===== src/rtl/video_timing_gen.sv =====
// Raster timing generator: pixel position counters plus hsync/vsync/de decode.
// Latency: one cycle; an enabled edge registers the decode of the position it consumes.
// Backpressure: en_i low freezes counters and every output, so no position is skipped or repeated.
//
// Ports:
//   clk_i    pixel clock
//   rst_ni   synchronous active-low reset (priority over en_i)
//   en_i     advance enable, one pixel per enabled clock
//   hsync_o  horizontal sync, active level H_POL
//   vsync_o  vertical sync, active level V_POL
//   de_o     data enable, high inside the active area
//   x_o/y_o  registered raster position
//   frame_o  one-update start-of-frame pulse at (0,0); only when
//            VIDEO_TIMING_FRAME_PULSE_EN is defined
//
// Region order per line and per frame: active, front porch, sync, back porch.
module video_timing_gen #(
  parameter int H_ACTIVE = 640,
  parameter int H_FRONT  = 16,
  parameter int H_SYNC   = 96,
  parameter int H_BACK   = 48,
  parameter int V_ACTIVE = 480,
  parameter int V_FRONT  = 10,
  parameter int V_SYNC   = 2,
  parameter int V_BACK   = 33,
  parameter int H_POL    = 0,
  parameter int V_POL    = 0,
  localparam int H_TOTAL = H_ACTIVE + H_FRONT + H_SYNC + H_BACK,
  localparam int V_TOTAL = V_ACTIVE + V_FRONT + V_SYNC + V_BACK,
  localparam int W_X     = $clog2(H_TOTAL),
  localparam int W_Y     = $clog2(V_TOTAL)
) (
  input  logic           clk_i,
  input  logic           rst_ni,
  input  logic           en_i,
  output logic           hsync_o,
  output logic           vsync_o,
  output logic           de_o,
  output logic [W_X-1:0] x_o,
`ifdef VIDEO_TIMING_FRAME_PULSE_EN
  output logic [W_Y-1:0] y_o,
  output logic           frame_o
`else
  output logic [W_Y-1:0] y_o
`endif
);

  // Region boundaries at counter width. The back porch is at least one
  // pixel/line, so the sync end is always a representable position.
  localparam logic [W_X-1:0] H_LAST      = W_X'(H_TOTAL - 1);
  localparam logic [W_X-1:0] H_ACT_END   = W_X'(H_ACTIVE);
  localparam logic [W_X-1:0] H_SYNC_BEG  = W_X'(H_ACTIVE + H_FRONT);
  localparam logic [W_X-1:0] H_SYNC_END  = W_X'(H_ACTIVE + H_FRONT + H_SYNC);
  localparam logic [W_Y-1:0] V_LAST      = W_Y'(V_TOTAL - 1);
  localparam logic [W_Y-1:0] V_ACT_END   = W_Y'(V_ACTIVE);
  localparam logic [W_Y-1:0] V_SYNC_BEG  = W_Y'(V_ACTIVE + V_FRONT);
  localparam logic [W_Y-1:0] V_SYNC_END  = W_Y'(V_ACTIVE + V_FRONT + V_SYNC);

  localparam logic HS_ON = (H_POL != 0);
  localparam logic VS_ON = (V_POL != 0);

  logic [W_X-1:0] h_cnt;
  logic [W_Y-1:0] v_cnt;
  logic [W_X-1:0] h_nxt;
  logic [W_Y-1:0] v_nxt;
  logic           h_wrap;
  logic           de_d;
  logic           hs_act;
  logic           vs_act;

  // Next position: horizontal wrap carries into the line counter, and the
  // line counter wraps only on the last pixel of the last line.
  always_comb begin
    h_wrap = (h_cnt == H_LAST);
    h_nxt  = h_wrap ? '0 : h_cnt + 1'b1;
    v_nxt  = v_cnt;
    if (h_wrap) begin
      v_nxt = (v_cnt == V_LAST) ? '0 : v_cnt + 1'b1;
    end
  end

  // Decode of the position being consumed this cycle. vsync depends only on
  // the line, so its edges land on h = 0 at the output.
  always_comb begin
    de_d   = (h_cnt < H_ACT_END) && (v_cnt < V_ACT_END);
    hs_act = (h_cnt >= H_SYNC_BEG) && (h_cnt < H_SYNC_END);
    vs_act = (v_cnt >= V_SYNC_BEG) && (v_cnt < V_SYNC_END);
  end

  always_ff @(posedge clk_i) begin
    if (!rst_ni) begin
      h_cnt   <= '0;
      v_cnt   <= '0;
      de_o    <= 1'b0;
      hsync_o <= !HS_ON;
      vsync_o <= !VS_ON;
      x_o     <= '0;
      y_o     <= '0;
    end else if (en_i) begin
      h_cnt   <= h_nxt;
      v_cnt   <= v_nxt;
      de_o    <= de_d;
      hsync_o <= hs_act ? HS_ON : !HS_ON;
      vsync_o <= vs_act ? VS_ON : !VS_ON;
      x_o     <= h_cnt;
      y_o     <= v_cnt;
    end
  end

`ifdef VIDEO_TIMING_FRAME_PULSE_EN
  // Registered alongside the other outputs so it is high for exactly the one
  // update that presents (0,0), and holds while en_i is low.
  always_ff @(posedge clk_i) begin
    if (!rst_ni) begin
      frame_o <= 1'b0;
    end else if (en_i) begin
      frame_o <= (h_cnt == '0) && (v_cnt == '0);
    end
  end
`endif

endmodule


===== config.mk =====
export PLATFORM = sky130hd
export DESIGN_NAME = video_timing_gen
export DESIGN_NICKNAME = d
export VERILOG_FILES = /design/src/rtl/video_timing_gen.sv
export SDC_FILE = /design/constraint.sdc
export NUM_CORES = 1
export LEC_CHECK = 0
export ABC_AREA = 1
export CAP_MARGIN = 15
export CORE_MARGIN = 2
export CORE_UTILIZATION = 50
export CTS_BUF_LIST = sky130_fd_sc_hd__clkbuf_8
export DETAILED_ROUTE_END_ITERATION = 6
export PLACE_DENSITY = 0.8
export SLEW_MARGIN = 10
export SYNTH_ARGS = -nofsm -noshare
export SYNTH_HDL_FRONTEND = slang
export SYNTH_SLANG_ARGS = --single-unit

===== constraint.sdc =====
create_clock -name clk_i -period 1.4 [get_ports clk_i]
set_clock_uncertainty 0.2 [all_clocks]
set_input_delay 0.35 -clock clk_i [delete_from_list [all_inputs] [get_ports clk_i]]
set_output_delay 0.35 -clock clk_i [all_outputs]
set_load 0.02 [all_outputs]

==> flow_summary_export.csv <==
group,metric,value,unit
run_status,outcome,"finished with violations",
run_status,violations,"negative setup slack",
critical_path,critical_path_class,"reg2reg",
cells_and_area,multi_input_area,1080,µm²
routing,ant_nets,0,
cts,clock_latency,300,ps
yosys,muxShareOfSynthArea,0,
critical_path,regToRegSetupSlack,-200,ps
pwr,power.density,952,nW/µm²
yosys,synth_area,1940,µm²
sta,tightest_slew,248,ps
cts,clkTransAtPathRegs,90,ps
routing,drt-initial-drc-count,247,
floorplanning,fp.dieH,66.3,µm
cells_and_area,syn_to_final_growth,45.3,%
critical_path,reg2reg_to,"h_cnt[6]$_SDFFE_PN0P_",
critical_path,end_kind,"register",
pwr,peakVddDrop,0.803,mV
cells_and_area,seqCellArea,876,µm²
floorplanning,core,3690,µm²
yosys,yosysSeqAreaShare,0.443,
routing,drc,0,
yosys,async_flop_share,0,
grt,antenna_found_initial,0,
floorplanning,initial_utilization,0.526,
critical_path,start_kind,"register",
routing,dr.pass1.iters,4,
cells_and_area,fin_util,0.765,
cells_and_area,layout.nets,353,
yosys,synth_seq_cells,43,
sta,fin_crit_sh,1.15,
sta,fin_tns_setup,-1520,ps
hold_path,holdPathStages,3,
critical_path,required,1390,ps
floorplanning,design.portCount,26,
cts,clk_path_buf_depth,2,
routing,vias,2111,
routing,wl_per_cell,14.6,µm
pwr,leakage,1.21,nW
yosys,syn_inst,269,
cts,cts-root-buf,"clkbuf_8",
sta,period_minus_slack,1600,ps
yosys,syn_area_per_cell,7.22,µm²
sta,setup_violations,17,
cells_and_area,drive_gt1_frac,0.406,
hold_path,hold_class,"in2reg",
cts,cts_made_buffers,5,
placement,gp_congestion,0.874,
cells_and_area,diodes,0,
grt,grt_pass1_vias,1907,
sta,hold_slack,174,ps
floorplanning,dieArea,4400,µm²
cts,h-tree-depth,2,
yosys,ys_types,25,
placement,port_buffers,25,
yosys,synthFlopType,"dfxtp_1",
sta,max-slew-margin-rel,0.834,
yosys,syn_nets,276,
floorplanning,rows,22,
floorplanning,die_x,66.3,µm
sta,hold_viol,0,
sta,maxSlewViolCount,0,
routing,wl,5780,µm
cells_and_area,fin_cells,395,
placement,dp.cells,384,
yosys,synth_compound_area_frac,0.153,
critical_path,rr_worst_depth,7,
grt,grt_pass1_wl,8450,µm
grt,grt_overflow_total,0,
cts,cts_tree,"built",
hold_path,min-delay-start,"rst_ni",
critical_path,worstReg2RegStart,"h_cnt[1]$_SDFFE_PN0P_",
yosys,synth_edf_count,0,
yosys,synth_fa_ha_area_frac,0.0258,
critical_path,arrival,1590,ps
grt,grt_usage,0.255,
hold_path,hold_end,"x_o[9]$_SDFFE_PN0P_",
yosys,synth_top_family_by_area,"simple AND/OR/NAND/NOR gates",
critical_path,cp_max_fo,4,
routing,vias_per_cell,5.34,
sta,fmax,0.623,GHz
yosys,synth_xor_xnor_area_share,0.0180,
cells_and_area,fillCellCount,265,
pwr,finalPower,2.69,mW
flow_run,cap_viol_max_count,0,
cts,cts.sinks,43,
sta,setup_slack,-205,ps
yosys,synth_warnings,0,
sta,rsz0062_at_grt,"true",
placement,post-dp-hpwl,3590,µm
cts,postCtsHoldBufs,0,
yosys,synthSimpleGateAreaFrac,0.279,
grt,grt_max_degree,28,
stage by stage:
| step | cell area [µm²] | setup slack [ps] |
|---|---|---|
| 5_1_grt | 2820 | -253 |
| 3_5_place_dp | 2620 | -543 |
| 4_1_cts | 2690 | -90.2 |
| 6_report | 2820 | -205 |
| 3_3_place_gp | 2620 | -483 |
| 2_1_floorplan | 1960 | -20.5 |
cell type report:
class,count,area share
clock buffers,5,0.0244
clock inverters,3,0.0239
inverters,29,0.0386
multi-input cells,188,0.384
flip-flops and latches,43,0.310
well taps,48,0.0213
repair buffers,79,0.197
synth_stat cells (2+ instances only):
master / count / area share
nand2_1: 46 / 0.089
dfxtp_1: 43 / 0.44
nor2_1: 41 / 0.079
a21oi_1: 33 / 0.085
inv_1: 27 / 0.052
o21ai_0: 24 / 0.062
nand3_1: 16 / 0.041
clkbuf_1: 5 / 0.0097
ha_1: 4 / 0.026
nand4_1: 4 / 0.013
nor3_1: 4 / 0.010
nor2_2: 3 / 0.0097
xor2_1: 3 / 0.014
buf_2: 2 / 0.0052
buf_4: 2 / 0.0077
inv_2: 2 / 0.0039
nand2_2: 2 / 0.0064
state kept, by name, indices dropped and copies added (netlist names):
register	flops
de_o	1
v_cnt	10
vsync_o	1
h_cnt	10
hsync_o	1
x_o	10
y_o	10
placed cells by master (no fill, tap or decap), types with 2 or more instances in the layout:
cell	synthesis	routed
nand2_4	0	2
xor2_1	3	3
buf_2	2	22
dfxtp_1	43	33
a21oi_2	0	3
nand3_4	1	2
buf_6	0	2
bufinv_16	0	2
ha_2	0	2
nand2_1	46	41
buf_4	2	52
o21ai_0	24	22
nand3_1	16	10
nor2_1	41	29
nand3_2	1	6
clkbuf_8	0	5
inv_2	2	3
dfxtp_2	0	9
nand2_2	2	5
nor3_2	0	3
nor2_2	3	12
inv_1	27	26
nor2_4	1	5
o21ai_1	1	3
nand4_1	4	4
a21oi_1	33	30
kinds of logic after synthesis:
group / count (synthesis)
xor gates and xnor gates: 4
DFF: 43
buffers and inverters: 39
and+or+nand+nor: 120
adders and majority gates: 4
AOI/OAI and AO/OA: 59
routing by layer:
metal  vias to the layer above  part of all wire  GRT usage
li1                       1025                 -          -
met1                       973              0.43      0.322
met2                        87              0.47      0.411
met3                        26             0.056     0.0545
met4                         0             0.045      0.120
met5                         -                 0          0
critical path: stages (launching register included):
cell	delay, ps
dfxtp_4	360
ha_4	170
buf_4	140
nand3_4	100
nor2_4	60
buf_4	130
o211ai_1	230
nor2_1	100
worst max-delay path by stage:
stage / start / to / slack (ps)
floorplan: h_cnt[1]$_SDFFE_PN0P_ / v_cnt[6]$_SDFFE_PN0P_ / -20
finish: h_cnt[1]$_SDFFE_PN0P_ / h_cnt[6]$_SDFFE_PN0P_ / -200
CTS: h_cnt[1]$_SDFFE_PN0P_ / v_cnt[7]$_SDFFE_PN0P_ / -90
global placement: en_i / h_cnt[8]$_SDFFE_PN0P_ / -480
detailed placement: en_i / h_cnt[8]$_SDFFE_PN0P_ / -540
global route: h_cnt[1]$_SDFFE_PN0P_ / h_cnt[6]$_SDFFE_PN0P_ / -250
repair_timing:
| action | in CTS | in global routing |
|---|---|---|
| endpoints found under the setup margin | 58 | 34 |
| resized for setup | 105 | 43 |
| setup buffers | 1 | 1 |
| pin swaps | 7 | 14 |
| gates cloned | 1 | 0 |
report_power, final:
| part | internal (mW) | leakage (nW) | switching (mW) |
|---|---|---|---|
| sequential | 1.26 | 0.356 | 0.0197 |
| combinational | 0.0971 | 0.793 | 0.152 |
| clock | 0.711 | 0.0644 | 0.447 |
(Power assumes the default switching activity.)
